--- config.mk ---
export PLATFORM = sky130hd
export DESIGN_NAME = net_packet_rx
export DESIGN_NICKNAME = d
export VERILOG_FILES = /design/src/rtl/net_packet_rx_pkg.sv /design/src/rtl/net_rx_fifo.sv /design/src/rtl/net_packet_rx.sv
export SDC_FILE = /design/constraint.sdc
export NUM_CORES = 1
export LEC_CHECK = 0
export CORE_UTILIZATION = 40
export CTS_CLUSTER_SIZE = 30
export DETAILED_ROUTE_END_ITERATION = 16
export GPL_TIMING_DRIVEN = 0
export PLACE_DENSITY_LB_ADDON = 0.15
export SLEW_MARGIN = 30
export SYNTH_ARGS = -nofsm -noshare
export SYNTH_HDL_FRONTEND = slang
export SYNTH_SLANG_ARGS = --single-unit
--- constraint.sdc ---
create_clock -name clk -period 3.86 [get_ports clk]
set_input_delay 1.158 -clock clk [delete_from_list [all_inputs] [get_ports clk]]
set_output_delay 1.158 -clock clk [all_outputs]
set_load 0.05 [all_outputs]
--- src/rtl/net_packet_rx_pkg.sv ---
// Shared network-ingress definitions: packet layout, op codes, core state and rx FSM states.
package net_packet_rx_pkg;

  localparam int unsigned ID_LENGTH       = 10;
  localparam int unsigned IMEM_ADDR_WIDTH = 10;
  localparam int unsigned RD_SIZE         = 5;
  localparam int unsigned MASK_LENGTH     = 3;
  localparam int unsigned NET_ADDR_W      = 10;
  localparam int unsigned NET_DATA_W      = 32;

  typedef enum logic [2:0] {
    NULL  = 3'b000,
    INSTR = 3'b001,
    REG   = 3'b010,
    PC    = 3'b011,
    BAR   = 3'b100
  } net_op_e;

  typedef enum logic [1:0] {
    IDLE = 2'b00,
    RUN  = 2'b01,
    ERR  = 2'b10
  } state_e;

  typedef enum logic [1:0] {
    RX_IDLE,
    RX_ISSUE,
    RX_PC_WAIT
  } rx_state_e;

  typedef struct packed {
    net_op_e                 net_op;
    logic [ID_LENGTH-1:0]    id;
    logic [NET_ADDR_W-1:0]   net_addr;
    logic [NET_DATA_W-1:0]   net_data;
  } net_packet_s;

  localparam logic [ID_LENGTH-1:0] BCAST_ID = '1;

  function automatic logic id_match(input logic [ID_LENGTH-1:0] id,
                                    input logic [ID_LENGTH-1:0] core_id);
    return (id == core_id) || (id == BCAST_ID);
  endfunction

endpackage

--- src/rtl/net_rx_fifo.sv ---
// Synchronous packet FIFO; extra pointer MSB distinguishes full from empty.
module net_rx_fifo #(
  parameter int unsigned WIDTH = 8,
  parameter int unsigned DEPTH = 4
) (
  input  logic             clk,
  input  logic             reset,
  input  logic             push,
  input  logic             pop,
  input  logic [WIDTH-1:0] wdata,
  output logic [WIDTH-1:0] rdata,
  output logic             full,
  output logic             empty
);

  localparam int unsigned AW = $clog2(DEPTH);

  logic [AW:0]      wptr_q, rptr_q;
  logic [WIDTH-1:0] mem_q [DEPTH];
  logic             do_push, do_pop;

  assign empty   = (wptr_q == rptr_q);
  assign full    = (wptr_q[AW] != rptr_q[AW]) && (wptr_q[AW-1:0] == rptr_q[AW-1:0]);
  assign do_push = push & ~full;
  assign do_pop  = pop & ~empty;
  assign rdata   = mem_q[rptr_q[AW-1:0]];

  always_ff @(posedge clk or posedge reset) begin
    if (reset) begin
      wptr_q <= '0;
      rptr_q <= '0;
    end else begin
      if (do_push) wptr_q <= wptr_q + (AW+1)'(1);
      if (do_pop)  rptr_q <= rptr_q + (AW+1)'(1);
    end
  end

  always_ff @(posedge clk) begin
    if (do_push) mem_q[wptr_q[AW-1:0]] <= wdata;
  end

endmodule

--- src/rtl/net_packet_rx.sv ---
// Network ingress: filters packets by core ID, buffers them and dispatches
// INSTR/REG/PC/BAR ops in order as write strobes, with drop and error accounting.
module net_packet_rx
  import net_packet_rx_pkg::*;
#(
  parameter int unsigned ID_W       = ID_LENGTH,
  parameter int unsigned FIFO_DEPTH = 4,
  parameter int unsigned IMEM_AW    = IMEM_ADDR_WIDTH,
  parameter int unsigned RF_AW      = RD_SIZE,
  parameter int unsigned MASK_W     = MASK_LENGTH,
  parameter int unsigned CNT_W      = 16
) (
  input  logic                           clk,
  input  logic                           reset,
  input  logic [ID_W-1:0]                core_id_i,
  input  logic                           net_v_i,
  input  logic [$bits(net_packet_s)-1:0] net_packet_i,
  output logic                           net_ready_o,
  input  logic [1:0]                     core_state_i,
  output logic                           imem_wen_o,
  output logic [IMEM_AW-1:0]             imem_addr_o,
  output logic [15:0]                    imem_data_o,
  output logic                           rf_req_o,
  input  logic                           rf_gnt_i,
  output logic [RF_AW-1:0]               rf_addr_o,
  output logic [31:0]                    rf_data_o,
  output logic                           pc_wen_o,
  output logic [IMEM_AW-1:0]             pc_o,
  output logic                           bar_wen_o,
  output logic [MASK_W-1:0]              bar_mask_o,
  output logic [CNT_W-1:0]               drop_cnt_o,
  output logic [CNT_W-1:0]               err_cnt_o,
  output logic                           err_o
);

  net_packet_s pkt_in, head;
  logic        accept, push, drop;
  logic        fifo_full, fifo_empty, fifo_pop;
  logic        core_idle, err_inc;
  rx_state_e   state_q, state_d;
  logic [CNT_W-1:0] drop_cnt_q, drop_cnt_d, err_cnt_q, err_cnt_d;
  logic        err_q, err_d;
  logic        unused_head;

  assign pkt_in = net_packet_s'(net_packet_i);

  // Filtered packets are counted but never occupy a FIFO slot.
  assign accept = net_v_i & net_ready_o;
  assign push   = accept & id_match(pkt_in.id, core_id_i) & (pkt_in.net_op != NULL);
  assign drop   = accept & ~push;

  assign net_ready_o = ~fifo_full;
  assign core_idle   = (core_state_i == IDLE);

  net_rx_fifo #(
    .WIDTH ($bits(net_packet_s)),
    .DEPTH (FIFO_DEPTH)
  ) u_fifo (
    .clk   (clk),
    .reset (reset),
    .push  (push),
    .pop   (fifo_pop),
    .wdata (pkt_in),
    .rdata (head),
    .full  (fifo_full),
    .empty (fifo_empty)
  );

  // RX_IDLE issues the head directly so single-cycle ops sustain one per cycle;
  // RX_ISSUE holds a REG request, RX_PC_WAIT holds a PC load until the core idles.
  always_comb begin
    state_d    = state_q;
    fifo_pop   = 1'b0;
    imem_wen_o = 1'b0;
    rf_req_o   = 1'b0;
    pc_wen_o   = 1'b0;
    bar_wen_o  = 1'b0;
    err_inc    = 1'b0;
    if (!fifo_empty) begin
      if (state_q == RX_PC_WAIT) begin
        pc_wen_o = core_idle;
        fifo_pop = core_idle;
      end else begin
        case (head.net_op)
          INSTR: begin
            imem_wen_o = 1'b1;
            fifo_pop   = 1'b1;
          end
          REG: begin
            rf_req_o = 1'b1;
            fifo_pop = rf_gnt_i;
          end
          PC: begin
            pc_wen_o = core_idle;
            fifo_pop = core_idle;
          end
          BAR: begin
            bar_wen_o = 1'b1;
            fifo_pop  = 1'b1;
          end
          NULL:    fifo_pop = 1'b1;
          default: begin
            fifo_pop = 1'b1;
            err_inc  = 1'b1;
          end
        endcase
      end
    end
    if (fifo_empty || fifo_pop)   state_d = RX_IDLE;
    else if (head.net_op == PC)   state_d = RX_PC_WAIT;
    else                          state_d = RX_ISSUE;
  end

  // Data outputs are gated by their strobe so they read 0 whenever idle.
  assign imem_addr_o = imem_wen_o ? head.net_addr[IMEM_AW-1:0] : '0;
  assign imem_data_o = imem_wen_o ? head.net_data[15:0]        : '0;
  assign rf_addr_o   = rf_req_o   ? head.net_addr[RF_AW-1:0]   : '0;
  assign rf_data_o   = rf_req_o   ? head.net_data              : '0;
  assign pc_o        = pc_wen_o   ? head.net_addr[IMEM_AW-1:0] : '0;
  assign bar_mask_o  = bar_wen_o  ? head.net_data[MASK_W-1:0]  : '0;

  assign unused_head = ^{head.id, head.net_addr};

  always_comb begin
    drop_cnt_d = drop_cnt_q;
    err_cnt_d  = err_cnt_q;
    err_d      = err_q | err_inc;
    if (drop && (drop_cnt_q != '1))   drop_cnt_d = drop_cnt_q + CNT_W'(1);
    if (err_inc && (err_cnt_q != '1)) err_cnt_d  = err_cnt_q + CNT_W'(1);
  end

  always_ff @(posedge clk or posedge reset) begin
    if (reset) begin
      state_q    <= RX_IDLE;
      drop_cnt_q <= '0;
      err_cnt_q  <= '0;
      err_q      <= 1'b0;
    end else begin
      state_q    <= state_d;
      drop_cnt_q <= drop_cnt_d;
      err_cnt_q  <= err_cnt_d;
      err_q      <= err_d;
    end
  end

  assign drop_cnt_o = drop_cnt_q;
  assign err_cnt_o  = err_cnt_q;
  assign err_o      = err_q;

endmodule

==> results of run 1 <==
-- worst register-to-register path, delay by kind of cell (launching register included) --
family	cells	cell delay [ns]
AND/OR/NAND/NOR	2	0.86
buffers and inverters	2	0.43
flip-flops	1	0.43
AO/OA/AOI/OAI	2	0.38
XOR/XNOR	1	0.25
-- kinds of logic (layout without fill, tap and decap cells) --
group | after synthesis | after routing | share of synthesized area
compound gates | 11 | 11 | 0.00945
buf+inv | 33 | 276 | 0.0189
fa+ha+maj | 7 | 7 | 0.00945
xor+xnor | 48 | 48 | 0.0454
flops | 221 | 221 | 0.694
simple gates | 171 | 171 | 0.109
mux | 48 | 48 | 0.114
-- power breakdown --
part,internal [uW],leakage [uW],switching [uW]
clock,1310,0.000365,882
combinational,1340,0.00222,2020
sequential,2680,0.00214,122
-- per-stage QoR --
stage,instance area [um2],TNS [ns],std cells,power (uW)
finish,12400,0,1067,8340
detailed placement,11600,-22.53,1013,6100
CTS,12200,-0.0212,1061,8320
floorplan,9270,0,539,5060
global route,12400,-0.0137,1067,8710
global placement,11500,-242.40,1008,6070
-- routing by layer --
layer	GRT usage	vias to the layer above
met4	0.0457	0
met3	0.0311	26
met1	0.230	2782
met2	0.307	151
li1	-	2536
met5	0	-
-- cell type report --
| type | instances | area share |
|---|---|---|
| inverter | 9 | 0.00273 |
| multi-input combinational | 285 | 0.217 |
| tap | 285 | 0.0288 |
| sequential | 221 | 0.520 |
| clock buffer | 27 | 0.0485 |
| buffer | 23 | 0.0164 |
| timing repair buffer | 202 | 0.155 |
| clock inverter | 15 | 0.0116 |
-- flip-flops by register name, indices dropped and copies added, names as in the netlist --
name and flops:
state_q 2, drop_cnt_o 16, err_cnt_o 16, err_o 1
u_fifo.wptr_q 3, u_fifo.rptr_q 3, u_fifo.mem_q 180
-- timing repair --
action	in CTS	in global routing
pin swaps	2	1
setup endpoints to repair	80	78
cloned	1	2
gates resized for setup	437	90
hold endpoints to repair	0	0
setup buffers	6	4
-- worst paths after layout --
kind                                   from                  end  slack [ns]  cells after the start
max                        u_fifo.rptr_q[0]         rf_addr_o[3]        0.09                      6
min                          drop_cnt_o[13]       drop_cnt_o[13]        0.48                      1
max reg2reg                u_fifo.rptr_q[0]  u_fifo.mem_q[3][27]        1.21                      7
min reg2reg                  drop_cnt_o[13]       drop_cnt_o[13]        0.48                      1
max in group asynchronous             reset     u_fifo.rptr_q[0]        2.43                      3
min in group asynchronous             reset        err_cnt_o[15]        0.95                      2
-- cell usage in the layout, fill, tap and decap left out, drive strengths merged, types with 7 or more instances in the layout --
cell and instances:
nand3 14, ha 7, mux4 45, nor2 16
xnor2 20, xor2 28, inv 10, nand4 12
edfxtp 180, clkdlybuf4s50 104, clkdlybuf4s15 8, and2 31
dfrtp 41, and3 44, nor3 8, and2b 10
nand2 19, clkbuf 44, clkinv 11, buf 94
==> key figures, run 1 <==
STA
  • Slew Limit Fails: 0
  • Least-Margin Pin Slew: 0.727 ns
  • Relative slew slack: 0.516
  • Final worst slack: 0.0913 ns
  • Setup Skew: 0.0112 ns
  • RSZ-0062 raised after global routing: true
  • Final period util: 0.976
  • F_max: 265 MHz
  • Fin crit period: 3.77 ns
  • Hold Slack: 0.480 ns
  • Fin. Hold Viols: 0
  • Setup-failing EPs final: 0

Clock tree
  • CTS HTree Levels: 1
  • CTS max path bufs: 3
  • CTS tree: yes
  • Num CTS Buffers: 23
  • Clk root buf: clkbuf_16
  • Clock sink count: 221
  • Clk slew on worst S/H paths: 0.06 ns
  • Worst-Skew Late Latency: 0.52 ns
  • # hold bufs at CTS: 0

Route
  • Routed wl met2: 10.6 mm
  • DR WL met3: 1.17 mm
  • Residual DRC count: 0
  • Routed len/inst: 19.7 um
  • Max layer used: met4
  • Final wirelength: 21.0 mm
  • DR iter-0 viols: 252
  • Pre-antenna DRT Iters: 4
  • Vias: 5495
  • Met1 WL: 8.96 mm
  • Via density per instance: 5.15
  • Detail Route Antenna Nets: 0

Placement
  • Count of port buffers added during placement: 184
  • Pre-CTS setup slack: -0.763 ns
  • DP Wirelength: 13.8 mm
  • RD Place Congestion: 0.802

Outcome
  • Status: finished clean

Cells and area
  • Register Area: 0.00643 mm2
  • Antenna cells: 0
  • Share of post-route cells with drive strength above 1: 0.280
  • Area grow syn2layout: 33.6%
  • Filler cell count: 1874
  • Core Util, Final: 0.545
  • Area of the multi-input gates: 0.00269 mm2
  • Final #Nets: 843

Critical path
  • CP Cell Sequence: buf_6 -> mux4_2 -> nor3b_4 -> buf_6 -> and3_1 -> clkdlybuf4s18_2
  • Bufs and invs on worst path: 3
  • CP Class: reg -> out
  • Critical path data required time: 2.70 ns
  • Most frequent CP cell: buf_6
  • CP startpoint kind: register
  • Crit-path slowest cell: mux4_2
  • CP top delay family: buffers and inverters
  • Worst Setup End Kind: output pin
  • Worst stage delay on the critical path: 0.57 ns
  • Worst Path Arrival: 2.61 ns
  • Worst-path maximum fanout: 6

Synth
  • Count leader, synth: edfxtp_1
  • Ys flop type: edfxtp_1
  • FFs w/ async S/R, synth: 0.186
  • Syn_nets: 617
  • Yosys top cell by area: edfxtp_1
  • Yosys warns: 0
  • Synth area leaders: edfxtp_1 58%, dfrtp_1 11%, mux4_2 10%
  • Sequential fraction of the synthesis area: 0.694
  • Unique masters post-synth: 41
  • Syn Std Cell Area: 0.00927 mm2
  • EDFF count, synth: 180
  • Post-synth top cells: 180 x edfxtp_1, 44 x and3_1, 42 x mux4_2
  • Syn avg cell area: 17.2 um2
  • Synth Register Bits: 221
  • Share of the synthesized area in the top cell type: 0.583
  • Cells after Synth: 539

GRT
  • Largest net degree at the start of global routing: 35
  • Initial antenna violation count: 1
  • All-Layer GR Usage: 0.177
  • First-pass GRT wire length: 32.0 mm
  • GR Overflow Total: 0
  • Vias in the first global route: 5711

Floorplanning
  • Ports: 185
  • FP Rows: 55
  • Die W: 154 um
  • Core Region: 0.0227 mm2
  • Full die area: 0.0238 mm2
  • Die H: 154 um
  • Starting Density: 0.408

Power
  • Lkg Pwr: 0.00472 uW
  • Power density over cell area: 674 mW/mm2
  • Peak supply drop: 0.375 mV

Min path
  • HP Class: reg -> reg

Run
  • # Max-Cap Violations: 0
Note: power is estimated with default switching activity, not from simulation.
==> run 2: changes to the inputs <==
REMOVE_ABC_BUFFERS = 1   (was default)
==> key figures, run 2 (synthesis gave the netlist of run 1 again) <==
Outcome
  • Status: finished clean (unchanged)

Route
  • DR iter-0 viols: 275 (was 252)
  • Residual DRC count: 0 (unchanged)
  • Via density per instance: 5.22 (was 5.15)
  • Vias: 5515 (was 5495)
  • Routed len/inst: 20.2 um (was 19.7 um)
  • Detail Route Antenna Nets: 0 (unchanged)
  • Pre-antenna DRT Iters: 4 (unchanged)
  • Final wirelength: 21.4 mm (was 21.0 mm)

Floorplanning
  • Ports: 185 (unchanged)
  • Starting Density: 0.408 (unchanged)
  • Die W: 154 um (unchanged)
  • Die H: 154 um (unchanged)
  • Full die area: 0.0238 mm2 (unchanged)
  • FP Rows: 55 (unchanged)
  • Core Region: 0.0227 mm2 (unchanged)

Critical path
  • CP startpoint kind: register (unchanged)
  • RR Startpoint: u_fifo.rptr_q[0] (unchanged)
  • CP endpoint: imem_addr_o[0] (was rf_addr_o[3])
  • Bufs and invs on worst path: 3 (unchanged)
  • Crit. Startpoint: u_fifo.rptr_q[0] (unchanged)
  • Cells on worst reg2reg path: 7 (unchanged)
  • Worst Path Arrival: 2.64 ns (was 2.61 ns)
  • Worst-path maximum fanout: 7 (was 6)
  • CP Cell Sequence: mux4_2 -> buf_4 -> nor2_4 -> and3_4 -> buf_6 -> and2_1 -> buf_6 (was buf_6 -> mux4_2 -> nor3b_4 -> buf_6 -> and3_1 -> clkdlybuf4s18_2)
  • FF-to-FF setup slack: 1.10 ns (was 1.21 ns)
  • CP top delay family: simple AND/OR/NAND/NOR gates (was buffers and inverters)
  • Critical path depth in cells: 7 (was 6)
  • Critical R2R Capture: u_fifo.mem_q[1][29] (was u_fifo.mem_q[3][27])
  • Worst stage delay on the critical path: 0.59 ns (was 0.57 ns)
  • Worst Setup End Kind: output pin (unchanged)
  • Critical path data required time: 2.70 ns (about the same)
  • Most frequent CP cell: buf_6 (unchanged)
  • Crit-path slowest cell: mux4_2 (unchanged)
  • CP Class: reg -> out (unchanged)

GRT
  • All-Layer GR Usage: 0.182 (was 0.177)
  • Vias in the first global route: 5833 (was 5711)
  • GR Overflow Total: 0 (unchanged)
  • First-pass GRT wire length: 32.8 mm (was 32.0 mm)
  • Largest net degree at the start of global routing: 39 (was 35)
  • Initial antenna violation count: 0 (was 1)

STA
  • Fin. Hold Viols: 0 (unchanged)
  • Final period util: 0.985 (was 0.976)
  • Relative slew slack: 0.536 (was 0.516)
  • Hold Slack: 0.475 ns (was 0.480 ns)
  • RSZ-0062 raised after global routing: true (unchanged)
  • Setup Skew: 0.00817 ns (was 0.0112 ns)
  • Least-Margin Pin Slew: 0.695 ns (was 0.727 ns)
  • F_max: 263 MHz (was 265 MHz)
  • Fin crit period: 3.80 ns (was 3.77 ns)
  • Setup-failing EPs final: 0 (unchanged)
  • Slew Limit Fails: 0 (unchanged)
  • Setup TNS: 0 ns (unchanged)

Cells and area
  • Max reg flops: 180 (unchanged)
  • Commonest cells after routing, fill and taps aside: 180 x edfxtp_1, 104 x clkdlybuf4s50_1, 46 x buf_2 (was 180 x edfxtp_1, 104 x clkdlybuf4s50_1, 60 x buf_4)
  • Post-route insts no fill: 1057 (was 1067)
  • Share of post-route cells with drive strength above 1: 0.289 (was 0.280)
  • Area grow syn2layout: 32.5% (was 33.6%)
  • Commonest non-fill, non-tap cell in the layout: edfxtp_1 (unchanged)
  • Final #Nets: 833 (was 843)
  • Post-route cell area: 0.0123 mm2 (was 0.0124 mm2)
  • Antenna cells: 0 (unchanged)

Power
  • Net Switching: 3100 uW (was 3020 uW)
  • Tot Pwr: 8320 uW (was 8340 uW)
  • Peak supply drop: 0.576 mV (was 0.375 mV)
  • Sequential power share: 0.341 (was 0.335)
  • Net Sw Frac: 0.373 (was 0.362)
  • Power density over cell area: 677 mW/mm2 (was 674 mW/mm2)
  • Clock share of power: 0.251 (was 0.262)
  • Lkg Pwr: 0.00470 uW (was 0.00472 uW)
  • Internal Power: 5220 uW (was 5320 uW)
  • Gate power share: 0.408 (was 0.402)

Clock tree
  • # hold bufs at CTS: 0 (unchanged)
  • CTS tree: yes (unchanged)
  • CTS max path bufs: 3 (unchanged)
  • Clk root buf: clkbuf_16 (unchanged)
  • Worst-Skew Late Latency: 0.50 ns (was 0.52 ns)
  • Clock sink count: 221 (unchanged)
  • Clk slew on worst S/H paths: 0.06 ns (about the same)
  • Num CTS Buffers: 23 (unchanged)
  • CTS HTree Levels: 1 (unchanged)

Placement
  • Count of port buffers added during placement: 184 (unchanged)
  • Placed cell count: 994 (was 1013)
  • Placed Area: 0.0116 mm2 (about the same)
  • RD Place Congestion: 0.855 (was 0.802)
  • DP Wirelength: 12.8 mm (was 13.8 mm)

Run
  • # Max-Cap Violations: 0 (unchanged)

Min path
  • HP Class: reg -> reg (unchanged)
run 2: changes by cell type in the layout (fill, tap and decap cells not counted), sizes merged:
cell,delta
and3,+3
bufinv,-2
clkbuf,-4
clkdlybuf4s15,-6
clkdlybuf4s18,-1
clkinv,-6
clkinvlp,+5
dlygate4sd1,-1
dlygate4sd2,+1
o32a,+1
run 2: final cells by class:
class | count | area, um2
Fill cell | 1857 | 10400
Sequential cell | 221 | 6440
Multi-Input combinational cell | 289 | 2800
Timing Repair Buffer | 211 | 1930
Clock buffer | 30 | 622
Tap cell | 285 | 357
Clock inverter | 12 | 104
Inverter | 9 | 33.8
run 2: stage by stage:
step	utilization	setup slack [ns]
2_1_floorplan	-	-1.46
3_3_place_gp	0.499	-3.95
3_5_place_dp	0.509	-1.01
4_1_cts	0.538	0.00511
5_1_grt	0.541	-0.0515
6_report	0.541	0.0589
run 2: layer usage:
| layer | up-vias | GRT usage | wire, um |
|---|---|---|---|
| met5 | - | 0 | 0 |
| met4 | 0 | 0.0357 | 237 |
| met3 | 20 | 0.0415 | 1440 |
| met2 | 165 | 0.319 | 10700 |
| met1 | 2807 | 0.232 | 8950 |
| li1 | 2523 | - | - |
run 2: worst min path at each step:
stage / start / endpoint / slack [ns] / depth (start not counted)
5_1_grt: err_o / err_o / 0.51 / 1
3_5_place_dp: err_o / err_o / 0.45 / 1
2_1_floorplan: u_fifo.wptr_q[2] / u_fifo.wptr_q[2] / 0.50 / 1
4_1_cts: err_o / err_o / 0.48 / 1
6_report: err_o / err_o / 0.48 / 1
3_3_place_gp: err_o / err_o / 0.45 / 1
run 2: repair_timing:
item	in CTS	in global routing
cloned	4	0
buffers inserted	12	5
resized for setup	423	22
setup endpoints to repair	80	22
pin swaps	4	4
run 2: power groups by stage:
stage | clock network [uW] | registers (uW) | logic, uW
after floorplan | 0 | 3210 | 1770
after global placement | 0 | 3110 | 2870
after detailed placement | 0 | 2960 | 3140
after CTS | 2140 | 2860 | 3360
after global routing | 2240 | 2860 | 3610
final | 2090 | 2840 | 3390
==> run 3: changes to the inputs <==
CORE_UTILIZATION = 50   (was 40)
==> key figures, run 3 (synthesis gave the netlist of run 1 again) <==
Cells and area
  • Commonest cells after routing, fill and taps aside: 180 x edfxtp_1, 104 x clkdlybuf4s50_1, 43 x mux4_2, 43 x and3_1, 39 x dfrtp_1 (was 180 x edfxtp_1, 104 x clkdlybuf4s50_1, 46 x buf_2)
  • Max reg flops: 180 (unchanged)
  • Final #Nets: 830 (was 833)
  • Post-route cell area: 0.0123 mm2 (about the same)
  • Core Util, Final: 0.681 (was 0.541)
  • Area grow syn2layout: 32.9% (was 32.5%)
  • Share of post-route cells with drive strength above 1: 0.284 (was 0.289)
  • Antenna cells: 0 (unchanged)
  • Commonest non-fill, non-tap cell in the layout: edfxtp_1 (unchanged)

Power
  • Gate power share: 0.396 (was 0.408)
  • Net Switching: 3030 uW (was 3100 uW)
  • Sequential power share: 0.335 (was 0.341)
  • Internal Power: 5400 uW (was 5220 uW)
  • Peak supply drop: 0.707 mV (was 0.576 mV)
  • Power density over cell area: 684 mW/mm2 (was 677 mW/mm2)
  • Clock share of power: 0.268 (was 0.251)
  • Net Sw Frac: 0.359 (was 0.373)
  • Tot Pwr: 8430 uW (was 8320 uW)
  • Lkg Pwr: 0.00468 uW (was 0.00470 uW)

Min path
  • HP Class: reg -> reg (unchanged)
  • Hold path depth: 1 (unchanged)

Clock tree
  • Clock sink count: 221 (unchanged)
  • Num CTS Buffers: 23 (unchanged)
  • Worst-Skew Late Latency: 0.49 ns (was 0.50 ns)
  • # hold bufs at CTS: 0 (unchanged)
  • CTS HTree Levels: 1 (unchanged)
  • Clk slew on worst S/H paths: 0.06 ns (about the same)
  • CTS max path bufs: 3 (unchanged)
  • Clk root buf: clkbuf_16 (unchanged)
  • CTS tree: yes (unchanged)

Floorplanning
  • Full die area: 0.0191 mm2 (was 0.0238 mm2)
  • Core Region: 0.0181 mm2 (was 0.0227 mm2)
  • Die H: 138 um (was 154 um)
  • FP Rows: 49 (was 55)
  • Die W: 138 um (was 154 um)
  • Starting Density: 0.512 (was 0.408)
  • Ports: 185 (unchanged)

GRT
  • Vias in the first global route: 5727 (was 5833)
  • Largest net degree at the start of global routing: 31 (was 39)
  • Initial antenna violation count: 0 (unchanged)
  • GR Overflow Total: 0 (unchanged)
  • First-pass GRT wire length: 30.6 mm (was 32.8 mm)
  • All-Layer GR Usage: 0.208 (was 0.182)

Route
  • Pre-antenna DRT Iters: 11 (was 4)
  • Routed len/inst: 20.0 um (was 20.2 um)
  • DR iter-0 viols: 280 (was 275)
  • Detail Route Antenna Nets: 0 (unchanged)
  • Via density per instance: 5.51 (was 5.22)
  • Vias: 5491 (was 5515)
  • Final wirelength: 20.0 mm (was 21.4 mm)
  • Residual DRC count: 30 (was 0)

STA
  • Setup Skew: 0.0124 ns (was 0.00817 ns)
  • Setup TNS: 0 ns (unchanged)
  • Final period util: 0.989 (was 0.985)
  • Final worst slack: 0.0432 ns (was 0.0589 ns)
  • Fin crit period: 3.82 ns (was 3.80 ns)
  • Relative slew slack: 0.526 (was 0.536)
  • Setup-failing EPs final: 0 (unchanged)
  • Least-Margin Pin Slew: 0.711 ns (was 0.695 ns)
  • Fin. Hold Viols: 0 (unchanged)
  • RSZ-0062 raised after global routing: true (unchanged)
  • Slew Limit Fails: 0 (unchanged)
  • F_max: 262 MHz (was 263 MHz)

Run
  • # Max-Cap Violations: 0 (unchanged)

Placement
  • Pre-CTS setup slack: -0.852 ns (was -1.01 ns)
  • Placed Area: 0.0115 mm2 (was 0.0116 mm2)
  • RD Place Congestion: 0.831 (was 0.855)
  • Count of port buffers added during placement: 184 (unchanged)
  • DP Wirelength: 12.3 mm (was 12.8 mm)

Critical path
  • CP startpoint kind: register (unchanged)
  • CP Cell Sequence: mux4_2 -> nor2_2 -> and3_4 -> and2_1 -> clkdlybuf4s18_2 (was mux4_2 -> buf_4 -> nor2_4 -> and3_4 -> buf_6 -> and2_1 -> buf_6)
  • CP Class: reg -> out (unchanged)
  • Worst Setup End Kind: output pin (unchanged)
  • Worst Path Arrival: 2.66 ns (was 2.64 ns)
  • Worst stage delay on the critical path: 0.61 ns (was 0.59 ns)
  • Worst-path maximum fanout: 13 (was 7)
  • Crit-path slowest cell: mux4_2 (unchanged)
  • Critical path data required time: 2.70 ns (about the same)
  • Cells on worst reg2reg path: 6 (was 7)

Outcome
  • Failing checks: DRC
  • Status: finished with violations (was finished clean)
## run 3: changes by cell type in the layout (fill, tap and decap cells not counted), sizes merged
cell           change
buf               -23
clkdlybuf4s15     +11
clkbuf             +6
clkdlybuf4s18      +6
bufinv             +3
clkinvlp           -3
and3               -2
clkinv             -1
dlygate4sd2        -1
nand3              +1
o32a               -1
## run 3: final cells by class
cell class	count	area, um2
clock inverter	11	170
multi-input combinational	287	2750
tap	229	287
inverter	9	33.8
sequential	221	6440
timing repair buffer	210	2020
fill	1234	5770
clock buffer	30	612
## run 3: worst max-delay path, delay by kind of cell (launching register included)
kind,cells,cell delay (ns)
simple gates,3,0.72
mux,1,0.61
flops,1,0.48
buf+inv,1,0.36
## run 3: worst paths after layout
check	slack [ns]	startpoint	end
worst max-delay path	0.04	u_fifo.rptr_q[0]	imem_data_o[14]
worst min-delay path	0.50	drop_cnt_o[13]	drop_cnt_o[13]
worst max register to register	1.26	u_fifo.rptr_q[0]	u_fifo.mem_q[2][10]
worst min register to register	0.50	drop_cnt_o[13]	drop_cnt_o[13]
max in group asynchronous	2.40	reset	u_fifo.rptr_q[1]
min in group asynchronous	0.97	reset	err_cnt_o[13]
## run 3: layer usage
metal  part of all wire  vias up  wire length, um  track usage
met5                  0        -                0            0
met4              0.013        0              250       0.0497
met3              0.057       25             1150       0.0381
met2               0.51      178            10100        0.367
met1               0.42     2780             8480        0.268
li1                   -     2508                -            -
## run 3: repair_timing
action / in CTS / in global routing
gates resized for setup: 362 / 56
cloned: 1 / 2
pin swaps: 2 / 3
setup endpoints to repair: 80 / 63
buffers inserted: 8 / 7
## run 3: per-stage QoR
step                      hold slack (ns)  cells
after floorplan                     0.498    515
after global placement              0.475    928
after detailed placement            0.480    938
after CTS                           0.494    988
after global routing                0.510    997
final                               0.496    997
## run 3: power by group through the flow
stage / combinational (uW) / sequential, uW / clock [uW]
2_1_floorplan: 1770 / 3210 / 0
6_report: 3340 / 2830 / 2260
4_1_cts: 3220 / 2820 / 2300
3_5_place_dp: 3110 / 2960 / 0
3_3_place_gp: 2840 / 3100 / 0
5_1_grt: 3540 / 2840 / 2390
